## src/rtl/instr_fetch.sv

```systemverilog
// Instruction fetch stage: issues word-aligned reads to a combinational memory and
// buffers returned instructions in a small FIFO presented to decode via valid/ready.
module instr_fetch #(
  parameter int unsigned       AWIDTH    = 32,
  parameter int unsigned       DWIDTH    = 32,
  parameter logic [AWIDTH-1:0] BASE_ADDR = AWIDTH'(32'h0100_0000),
  parameter int unsigned       DEPTH     = 2
) (
  input  logic              clk,
  input  logic              rst,
  output logic [AWIDTH-1:0] mem_addr_o,
  output logic              mem_read_en_o,
  input  logic [DWIDTH-1:0] mem_data_i,
  input  logic              redirect_i,
  input  logic [AWIDTH-1:0] redirect_pc_i,
  output logic              out_valid_o,
  input  logic              out_ready_i,
  output logic [AWIDTH-1:0] out_pc_o,
  output logic [DWIDTH-1:0] out_insn_o
);

  localparam int unsigned PW = $clog2(DEPTH);
  localparam int unsigned CW = PW + 1;

  logic [AWIDTH-1:0] pc_q, pc_d;
  logic [CW-1:0]     count_q, count_d;
  logic [PW-1:0]     wr_ptr_q, wr_ptr_d;
  logic [PW-1:0]     rd_ptr_q, rd_ptr_d;
  logic [AWIDTH-1:0] pc_buf   [DEPTH];
  logic [DWIDTH-1:0] insn_buf [DEPTH];
  logic              pop;
  logic              issue;

  always_comb begin
    out_valid_o   = (count_q != '0);
    out_pc_o      = out_valid_o ? pc_buf[rd_ptr_q] : '0;
    out_insn_o    = out_valid_o ? insn_buf[rd_ptr_q] : '0;
    pop           = out_valid_o & out_ready_i;
    // A pop frees a slot at the same edge, so a full buffer can still accept a push.
    issue         = !redirect_i & rst & ((count_q < CW'(DEPTH)) | pop);
    mem_read_en_o = issue;
    mem_addr_o    = pc_q;
  end

  always_comb begin
    pc_d     = pc_q;
    count_d  = count_q;
    wr_ptr_d = wr_ptr_q;
    rd_ptr_d = rd_ptr_q;
    if (redirect_i) begin
      pc_d     = {redirect_pc_i[AWIDTH-1:2], 2'b00};
      count_d  = '0;
      wr_ptr_d = '0;
      rd_ptr_d = '0;
    end else begin
      if (issue) begin
        pc_d     = pc_q + AWIDTH'(4);
        wr_ptr_d = wr_ptr_q + PW'(1);
      end
      if (pop) begin
        rd_ptr_d = rd_ptr_q + PW'(1);
      end
      unique case ({issue, pop})
        2'b10:   count_d = count_q + CW'(1);
        2'b01:   count_d = count_q - CW'(1);
        default: count_d = count_q;
      endcase
    end
  end

  always_ff @(posedge clk or negedge rst) begin
    if (!rst) begin
      pc_q     <= BASE_ADDR;
      count_q  <= '0;
      wr_ptr_q <= '0;
      rd_ptr_q <= '0;
    end else begin
      pc_q     <= pc_d;
      count_q  <= count_d;
      wr_ptr_q <= wr_ptr_d;
      rd_ptr_q <= rd_ptr_d;
    end
  end

  // Payload storage needs no reset; count_q gates visibility.
  always_ff @(posedge clk) begin
    if (issue) begin
      pc_buf[wr_ptr_q]   <= pc_q;
      insn_buf[wr_ptr_q] <= mem_data_i;
    end
  end

endmodule

```

## config.mk

```make
export PLATFORM = sky130hd
export DESIGN_NAME = instr_fetch
export DESIGN_NICKNAME = d
export VERILOG_FILES = /design/src/rtl/instr_fetch.sv
export SDC_FILE = /design/constraint.sdc
export NUM_CORES = 1
export LEC_CHECK = 0
export ABC_AREA = 1
export CORE_MARGIN = 1
export CORE_UTILIZATION = 54
export DETAILED_ROUTE_END_ITERATION = 12
export PLACE_DENSITY = 0.89
export SETUP_SLACK_MARGIN = 0.02
export SLEW_MARGIN = 0
export SYNTH_ARGS = -nofsm -noshare
export SYNTH_HDL_FRONTEND = slang
export SYNTH_SLANG_ARGS = --single-unit
```

## constraint.sdc

```tcl
create_clock -name clk -period 9.4 [get_ports clk]
set_input_delay 2.82 -clock clk [delete_from_list [all_inputs] [get_ports clk]]
set_output_delay 2.82 -clock clk [all_outputs]
set_load 0.02 [all_outputs]
```

==> results by group <==
Logic synthesis
  • Post-synthesis mux area share: 0%
  • Area share of the largest cell type after synthesis: 51.9%
  • Seq cells post-synth: 158
  • Cell taking the most area after synthesis: edfxtp_1
  • Synth Area in Simple Gates: 21.9%
  • Syn_area_per_cell: 9.78 um^2
  • Yosys Warn Count: 0
  • Largest family of logic cells by synthesized area: simple AND/OR/NAND/NOR gates
  • Synth Area in XOR/XNOR: 0.977%
  • Synth Area in Compound Gates: 8.17%
  • Register area share after synthesis: 63.8%
  • Yosys cell types: 36
  • Netlist Area Pre-Place: 0.00717 mm^2
  • Share of synthesized cell area in full adder, half adder and majority cells: 0.174%
  • Mapped Cells: 733
  • Top post-synthesis cells by area: edfxtp_1 52%, nand2_1 15%, dfrtp_1 12%, a21oi_1 4.5%, nor2_1 2.7%

Global route
  • GRT overflow: 0
  • First-pass GRT wire length: 26500 um
  • Gr usage total: 25.9%
  • Vias in the first global route: 5290
  • Initial antenna violation count: 0
  • Largest net degree at the start of global routing: 65

Placement
  • I/O Buffers: 159
  • RePlAce Congestion: 0.904
  • DPL Wire Length: 10900 um
  • Post-DP Area: 0.00888 mm^2

Clocking
  • # Post-CTS Setup Buffers: 0
  • Cts repair resizes: 0
  • CTS Buffer Depth: 2
  • Clk slew on worst S/H paths: 60 ps
  • Htree depth: 4
  • CTS sink count: 158
  • Root buf cell: clkbuf_16
  • Worst-Skew Late Latency: 410 ps
  • CTS tree: built
  • Hold_buf cts: 0
  • CTS Buf Count: 17

Worst setup path
  • WP buf/inv: 4
  • Worst Setup SP: redirect_i
  • Crit path max-delay family: buffers and inverters
  • Critical path arrival: 4590 ps
  • Crit-path cells: clkdlybuf4s50_1 > buf_4 > inv_8 > nand2_1 > a21oi_4 > clkdlybuf4s50_1
  • CP dominant cell by count: clkdlybuf4s50_1
  • Critical path fanouts, max: 33
  • Critical Path Start Type: input port
  • Critical path's slowest cell: clkdlybuf4s50_1
  • CP max stage delay: 640 ps
  • Crit end category: primary output
  • R2r setup slk: 6930 ps
  • Crit Reg-Reg Startpoint: count_q[1]
  • Crit Path Class: input port to primary output
  • CP Data Required Time: 6580 ps

Floorplan
  • Core Region: 0.0128 mm^2
  • Vert. Die Dim: 117 um
  • Ports: 166
  • Die width: 117 um
  • Die area: 0.0137 mm^2
  • Initial core utilization: 56.1%
  • Core Rows: 41

Timing
  • Min Clock Period, post-route: 7410 ps
  • FMAX: 135 MHz
  • Slew HR: 25.3%
  • RSZ-0062 raised after global routing: false
  • Hold Vio Cnt, Final: 0
  • Pins over their slew limit: 0
  • Final setup fails: 0
  • Setup TNS: 0 ps
  • Final period utilization: 78.8%
  • Worst slew pin tran: 1120 ps
  • Worst clock skew: 11.6 ps

Final layout
  • Antenna cells: 0
  • Most frequent cells in the layout: 294 x nand2_1, 159 x clkdlybuf4s50_1, 124 x edfxtp_1, 65 x a21oi_1, 49 x nor2_1
  • Finished Cell Area: 0.00949 mm^2
  • Area Overhead vs Synth: 32.4%
  • Final core area utilization: 74.3%
  • Fin nets: 959
  • Layout cells sized above 1: 7.42%
  • Commonest non-fill, non-tap cell in the layout: nand2_1

Pwr
  • Max rail drop VDD: 127 uV
  • Power Dens Cells: 253 mW/mm^2
  • PnR Total Power: 2.40 mW
  • LEAKAGE: 3.63 nW

Run
  • Max-cap violations: 0

Drt
  • DRC: 0
  • Vias: 5693
  • Drt pass-1 iters: 5
  • DR iter-0 viols: 573
  • Final WL: 17100 um
  • WL/cell: 15.9 um
  • Vias per inst: 5.30
  • Final ANT Viol Nets: 0

Worst hold path
  • Hold path start: mem_addr_o[31]
  • Class of the worst hold path: flip-flop to flip-flop

Status
  • Outcome: completed
[Yosys cell counts]
cell type / n
nand2_1: 294
edfxtp_1: 124
a21oi_1: 65
nor2_1: 51
inv_1: 42
dfrtp_1: 33
nand3_1: 24
clkbuf_1: 20
o21ai_0: 13
o21ai_2: 7
buf_4: 6
o21bai_1: 6
xor2_1: 6
nand2_2: 5
nor2_2: 5
o211ai_1: 5
a22oi_1: 2
buf_2: 2
buf_6: 2
nor2_4: 2
nor3_1: 2
nor3b_1: 2
xnor2_1: 2
a21boi_2: 1
a21oi_4: 1
a22o_1: 1
buf_12: 1
conb_1: 1
dfstp_2: 1
ha_1: 1
inv_2: 1
inv_6: 1
inv_8: 1
nand2_8: 1
nand3_4: 1
or2_2: 1
[routing by layer]
metal | vias up | track usage (%) | routed length, um
met5 | - | 0 | 0
met4 | 0 | 8.61 | 257
met3 | 25 | 6.69 | 1440
met2 | 265 | 44.3 | 8510
met1 | 2668 | 32.1 | 6940
li1 | 2735 | - | -
[registers in the layout, summed over array words and instances, names as in the netlist]
register,flops
mem_addr_o,30
insn_buf,64
count_q,2
rd_ptr_q,1
wr_ptr_q,1
pc_buf,60
[worst paths after layout]
kind | end | depth (start not counted)
max | mem_read_en_o | 6
min | pc_buf[0][31] | 0
max reg2reg | pc_buf[1][23] | 4
min reg2reg | pc_buf[0][31] | 0
max in group asynchronous | rd_ptr_q | 2
min in group asynchronous | mem_addr_o[7] | 2
[per-stage QoR]
stage | hold WS [ps] | cells | setup slack [ps]
2_1_floorplan | 523 | 736 | 3020
3_3_place_gp | 518 | 1043 | 2040
3_5_place_dp | 545 | 1043 | 2010
4_1_cts | 559 | 1075 | 2000
5_1_grt | 585 | 1075 | 1920
6_report | 561 | 1075 | 1990
[layout make-up]
type / instances / area (um^2)
Clock inverter: 11 / 156
Clock buffer: 21 / 450
Timing Repair Buffer: 166 / 1640
Inverter: 45 / 181
Tap cell: 172 / 215
Sequential cell: 158 / 4580
Fill cell: 883 / 3280
Multi-Input combinational cell: 502 / 2270
[logic make-up (layout without fill, tap and decap cells)]
kind of cell,Yosys count,count (layout)
compound gates,101,101
flops,158,158
xor+xnor,8,8
other cells,1,4
fa+ha+maj,1,1
buf+inv,76,243
simple gates,388,388
[power by group]
| part | total (mW) | internal [mW] | switching, mW |
|---|---|---|---|
| clock | 0.700 | 0.429 | 0.271 |
| sequential | 0.889 | 0.829 | 0.0605 |
| combinational | 0.812 | 0.332 | 0.481 |
Note: power is estimated with default switching activity, not from simulation.
